--- src/rtl/microseq_control.sv ---
// rtl/microseq_control.sv - T-state microcode sequencer producing a registered 16-bit control word.
module microseq_control #(
    parameter int OPW   = 4,
    parameter int STEPS = 8
) (
    input  logic                     CLK,
    input  logic                     RST,
    input  logic [OPW-1:0]           command,
    input  logic [1:0]               flags,
    input  logic                     stall,
    output logic [15:0]              ctrl_wrd,
    output logic [$clog2(STEPS)-1:0] step,
    output logic                     instr_done,
    output logic                     halted
);
    localparam int SW = $clog2(STEPS);

    localparam logic [15:0] C_HLT = 16'h8000, C_AI = 16'h4000, C_AO = 16'h2000, C_BI = 16'h1000;
    localparam logic [15:0] C_MI  = 16'h0800, C_RR = 16'h0400, C_RW = 16'h0200, C_II = 16'h0100;
    localparam logic [15:0] C_IO  = 16'h0080, C_CI = 16'h0040, C_CO = 16'h0020, C_CE = 16'h0010;
    localparam logic [15:0] C_SUB = 16'h0008, C_ALUO = 16'h0004, C_DI = 16'h0002, C_FL = 16'h0001;

    logic [15:0]   ctrl_q, ctrl_d;
    logic [SW-1:0] step_q, step_d;
    logic          done_q, done_d;
    logic          halted_q, halted_d;
    logic          prefetch_q, prefetch_d;

    logic          undef;
    logic [3:0]    op;
    logic [SW-1:0] last_step;
    logic [SW-1:0] next_step;

    function automatic logic [15:0] microcode(input logic [SW-1:0] s, input logic [3:0] opc,
                                              input logic [1:0] f);
        logic [15:0] w;
        w = 16'h0000;
        if (s == SW'(0)) begin
            w = C_CO | C_MI;
        end else if (s == SW'(1)) begin
            w = C_RR | C_II | C_CE;
        end else if (s == SW'(2)) begin
            case (opc)
                4'h1, 4'h2, 4'h7: w = C_IO | C_MI;
                4'h3: w = C_ALUO | C_AI | C_FL;
                4'h4: w = C_ALUO | C_BI | C_FL;
                4'h5: w = C_SUB | C_ALUO | C_AI | C_FL;
                4'h6: w = C_SUB | C_ALUO | C_BI | C_FL;
                4'h8: w = C_IO | C_CI;
                4'h9: w = C_AO | C_DI;
                4'hA: w = C_HLT;
                4'hB: w = f[1] ? (C_IO | C_CI) : 16'h0000;
                4'hC: w = f[0] ? (C_IO | C_CI) : 16'h0000;
                default: w = 16'h0000;
            endcase
        end else if (s == SW'(3)) begin
            case (opc)
                4'h1: w = C_RR | C_AI;
                4'h2: w = C_RR | C_BI;
                4'h7: w = C_AO | C_RW;
                default: w = 16'h0000;
            endcase
        end
        return w;
    endfunction

    always_comb begin
        ctrl_d     = ctrl_q;
        step_d     = step_q;
        done_d     = done_q;
        halted_d   = halted_q;
        prefetch_d = prefetch_q;
        next_step  = step_q;

        // Any opcode bit above the 4-bit field marks the instruction undefined.
        undef     = (command >> 4) != '0;
        op        = undef ? 4'h0 : command[3:0];
        last_step = (op == 4'h1 || op == 4'h2 || op == 4'h7) ? SW'(3) : SW'(2);

        if (!halted_q) begin
            if (stall) begin
                ctrl_d = 16'h0000;
                done_d = 1'b0;
            end else begin
                // >= also catches an opcode swap mid-instruction that shortens L.
                if (prefetch_q || step_q >= last_step) begin
                    next_step = '0;
                end else begin
                    next_step = step_q + SW'(1);
                end
                prefetch_d = 1'b0;
                step_d     = next_step;
                ctrl_d     = microcode(next_step, op, flags);
                done_d     = (next_step == last_step);
                halted_d   = ctrl_d[15];
            end
        end
    end

    always_ff @(posedge CLK) begin
        if (RST) begin
            ctrl_q     <= 16'h0000;
            step_q     <= '0;
            done_q     <= 1'b0;
            halted_q   <= 1'b0;
            prefetch_q <= 1'b1;
        end else begin
            ctrl_q     <= ctrl_d;
            step_q     <= step_d;
            done_q     <= done_d;
            halted_q   <= halted_d;
            prefetch_q <= prefetch_d;
        end
    end

    assign ctrl_wrd   = ctrl_q;
    assign step       = step_q;
    assign instr_done = done_q;
    assign halted     = halted_q;
endmodule
--- config.mk ---
export PLATFORM = sky130hd
export DESIGN_NAME = microseq_control
export DESIGN_NICKNAME = d
export VERILOG_FILES = /design/src/rtl/microseq_control.sv
export SDC_FILE = /design/constraint.sdc
export NUM_CORES = 1
export LEC_CHECK = 0
export ABC_AREA = 1
export BUFFER_PORTS_ARGS = -buffer_cell sky130_fd_sc_hd__buf_2
export CORE_MARGIN = 10
export CORE_UTILIZATION = 51
export CTS_CLUSTER_DIAMETER = 30
export DETAILED_ROUTE_END_ITERATION = 12
export PLACE_DENSITY_LB_ADDON = 0.2
export SKIP_LAST_GASP = 1
export SLEW_MARGIN = 20
export SYNTH_ARGS = -nofsm -noshare
export SYNTH_HDL_FRONTEND = slang
export SYNTH_SLANG_ARGS = --single-unit
--- constraint.sdc ---
create_clock -name CLK -period 2.2 [get_ports CLK]
set_clock_uncertainty 0.15 [all_clocks]
set_input_delay 0.11 -clock CLK [delete_from_list [all_inputs] [get_ports CLK]]
set_output_delay 0.11 -clock CLK [all_outputs]
set_load 0.05 [all_outputs]
==> impl_metrics.toml <==
[global_route]
antenna_found_initial = 0
wire_length_of_the_first_global_routing_pass_um = 4110
grt_max_degree = 18
global_route.usage.total_pct = 11.5
grt_pass1_vias = 1002
global_route.overflow_total = 0

[place]
io_buffers = 29
hpwl_detailed_um = 2050
finalWeightedCongestion = 0.905

[cells_and_area]
drive_gt1_share_pct = 26.2
flow.area_growth_from_synthesis_pct = 18.2
number_of_nets_in_the_layout = 204
n_antenna_cell = 0

[clock_tree]
root_buffer = "sky130_fd_sc_hd__clkbuf_4"
clockBufferDepth = 2
cts.reportedPaths.clkPinSlew_ns = 0.10
tritoncts.num_buffers = 3
tritoncts = "built"
cts_sinks = 20
cts_resized = 0
max_h_tree_level = 1
clock_latency_ns = 0.29

[power]
cellInternalPower_mw = 0.473
share_comb_of_total_power_pct = 20.2
p_per_area_mw_per_mm2 = 523
power.net_switching_mw = 0.203
leakagePower_nw = 0.643
finalPower_mw = 0.676
clock_power_share_pct = 24.0
max-vdd-ir-drop_v = 0.000649
power.share.switching_pct = 30.0
share_seq_of_total_power_pct = 55.8

[detailed_routing]
routed_wirelength_um = 2610
drt-vias-per-instance = 5.11
vias = 1114
wire_per_inst_um = 12.0
drc_errors = 0
dr.first_iter.drc_count = 56
final_antenna_violating_net_count = 0
drt-pass1-iter-count = 4

[die]
die_h_um = 66.3
initial_utilization_pct = 54.6
floorplan.die_area_mm2 = 0.00440
core_area_mm2 = 0.00200
floorplan.io_pins = 30
die_w_um = 66.3
row_count = 16

[timing]
hold_violations = 0
fin_crit_ns = 1.95
worst-slew-pin-transition_ns = 0.320
unrepaired_setup_endpoints_after_global_routing = "no"
max_slew_margin_pct = 78.6
fin_crit_sh_pct = 88.6
peak_freq_ghz = 0.513
slew_violations = 0
fin_tns_setup_ns = 0
setup_violations = 0

[worst_setup_path]
critPathArrivalTime_ns = 1.98
crit_path_end_kind = "register"
path_class = "in -> reg"
path_cells = "buf_2 > nor2_1 > nand3_1 > nand2_1 > nor2_1 > inv_2 > ha_1 > inv_1 > nand2_1 > nand2_2 > nand3_1 > nor2_1 > nand2_1 > inv_2 > nor2_2 > nand2_1 > a21oi_1"
crit_path_max_fanout = 5
timing.reg2reg.setup_slack_ns = 0.35
crit_path_frequent_cell = "sky130_fd_sc_hd__nand2_1"
cpMaxStageDelayCell = "sky130_fd_sc_hd__nor2_1"
max_stage_delay_ns = 0.22
worstPathRequired_ns = 2.23
worst_setup_path_start_kind = "primary input"
worst_path_dominant_cell_family = "simple AND/OR/NAND/NOR gates"
critPathBufInv = 4

[outcome]
status = "finished, final reports clean"

[synth]
synthesis.nets = 173
cell_area_synth_mm2 = 0.00109
synth-seq-area-share_pct = 36.6
synth_area_per_cell_um2 = 6.75
synth_area_leader_cell = "sky130_fd_sc_hd__dfxtp_1"
synth.ff_latch_count = 20
synthesized_instance_count = 162
yosysTopAreaCellShare_pct = 36.6
ys_types = 29
synth_top_cells_by_area = "sky130_fd_sc_hd__dfxtp_1 37%, sky130_fd_sc_hd__nand2_1 16%, sky130_fd_sc_hd__a21oi_1 6.4%"
yosys_warnings = 0

[job]
drv.max_cap_violation_count = 0

[min_path]
worst_hold_path_type = "in -> reg"
==> area by class of cell <==
| type | count | area (µm²) |
|---|---|---|
| multi-input cells | 113 | 576 |
| fillers | 198 | 709 |
| inverters | 22 | 82.6 |
| repair buffers | 33 | 178 |
| flip-flops and latches | 20 | 400 |
| well taps | 27 | 33.8 |
| clock buffers | 3 | 22.5 |
==> path summary, 6_finish.rpt <==
| check | startpoint | to | depth (start not counted) |
|---|---|---|---|
| setup / recovery | command[3] | ctrl_wrd[14]$_SDFFE_PP0N_ | 17 |
| hold / removal | RST | ctrl_wrd[8]$_SDFFE_PP0N_ | 2 |
| setup reg to reg | step[0]$_SDFFE_PP0P_ | ctrl_wrd[14]$_SDFFE_PP0N_ | 12 |
| hold reg to reg | ctrl_wrd[1]$_SDFFE_PP0N_ | ctrl_wrd[1]$_SDFFE_PP0N_ | 2 |
==> power by group through the flow <==
stage	Clock (mW)	Sequential, mW	Combinational [mW]
floorplan	0	0.413	0.0716
global placement	0	0.385	0.132
detailed placement	0	0.386	0.134
CTS	0.167	0.377	0.137
global route	0.185	0.379	0.150
finish	0.162	0.377	0.137
==> per-layer routing <==
layer  up-vias  track usage (%)  share of wire, %
met4         0             2.09              0.69
met2        29             21.9                52
met3         4             4.92               8.0
met1       511             11.3                39
li1        570                -                 -
met5         -                0                 0
==> cells by family after synthesis <==
kind of cell               Yosys count  synth area share [%]
adders and majority gates            2                  2.29
buffers and inverters               29                  10.8
and+or+nand+nor                     85                  36.8
AOI/OAI and AO/OA                   26                  13.5
DFF                                 20                  36.6
==> timing repair <==
action,in CTS,in global routing
hold buffers,1,0
endpoints found under the hold margin,1,0
setup buffers,0,0
==> flip-flops by register name (all words and copies together), names as in the netlist <==
register    cells
step            3
instr_done      1
ctrl_wrd       14
prefetch_q      1
halted          1
==> synth_stat cells (all sizes together) <==
master / instances
nand2: 48
inv: 21
dfxtp: 20
nor2: 18
a21oi: 15
nand3: 10
o21ai: 5
clkbuf: 4
o211ai: 4
buf: 3
nand4: 3
nor3: 3
ha: 2
a22oi: 1
a31oi: 1
and2: 1
clkinv: 1
nand3b: 1
or2: 1
==> cell usage in the layout, fill, tap and decap left out <==
| cell type | n |
|---|---|
| sky130_fd_sc_hd__a21oi_1 | 14 |
| sky130_fd_sc_hd__a21oi_2 | 1 |
| sky130_fd_sc_hd__a22oi_1 | 1 |
| sky130_fd_sc_hd__a31oi_1 | 1 |
| sky130_fd_sc_hd__and2_1 | 1 |
| sky130_fd_sc_hd__buf_2 | 29 |
| sky130_fd_sc_hd__buf_4 | 3 |
| sky130_fd_sc_hd__clkbuf_4 | 3 |
| sky130_fd_sc_hd__clkinv_1 | 1 |
| sky130_fd_sc_hd__dfxtp_1 | 20 |
| sky130_fd_sc_hd__dlygate4sd3_1 | 1 |
| sky130_fd_sc_hd__ha_1 | 2 |
| sky130_fd_sc_hd__inv_1 | 15 |
| sky130_fd_sc_hd__inv_2 | 6 |
| sky130_fd_sc_hd__nand2_1 | 47 |
| sky130_fd_sc_hd__nand2_2 | 1 |
| sky130_fd_sc_hd__nand3_1 | 9 |
| sky130_fd_sc_hd__nand3_2 | 1 |
| sky130_fd_sc_hd__nand3b_1 | 1 |
| sky130_fd_sc_hd__nand4_1 | 2 |
| sky130_fd_sc_hd__nand4_4 | 1 |
| sky130_fd_sc_hd__nor2_1 | 14 |
| sky130_fd_sc_hd__nor2_2 | 2 |
| sky130_fd_sc_hd__nor2_4 | 1 |
| sky130_fd_sc_hd__nor2_8 | 1 |
| sky130_fd_sc_hd__nor3_1 | 3 |
| sky130_fd_sc_hd__o211ai_1 | 4 |
| sky130_fd_sc_hd__o21ai_0 | 4 |
| sky130_fd_sc_hd__o21ai_1 | 1 |
| sky130_fd_sc_hd__or2_2 | 1 |
==> stage by stage <==
step / std cells / cell area (µm²) / util (%) / hold slack (ns) / worst slack, ns
2_1_floorplan: 162 / 1090 / - / 0.154 / 0.0522
3_3_place_gp: 214 / 1260 / 62.9 / 0.265 / 0.0348
3_5_place_dp: 214 / 1260 / 62.9 / 0.284 / -0.0182
4_1_cts: 218 / 1290 / 64.6 / 0.0203 / 0.269
5_1_grt: 218 / 1290 / 64.6 / 0.0302 / 0.0654
6_report: 218 / 1290 / 64.6 / 0.0236 / 0.251
Power figures use the tool's default switching activity.
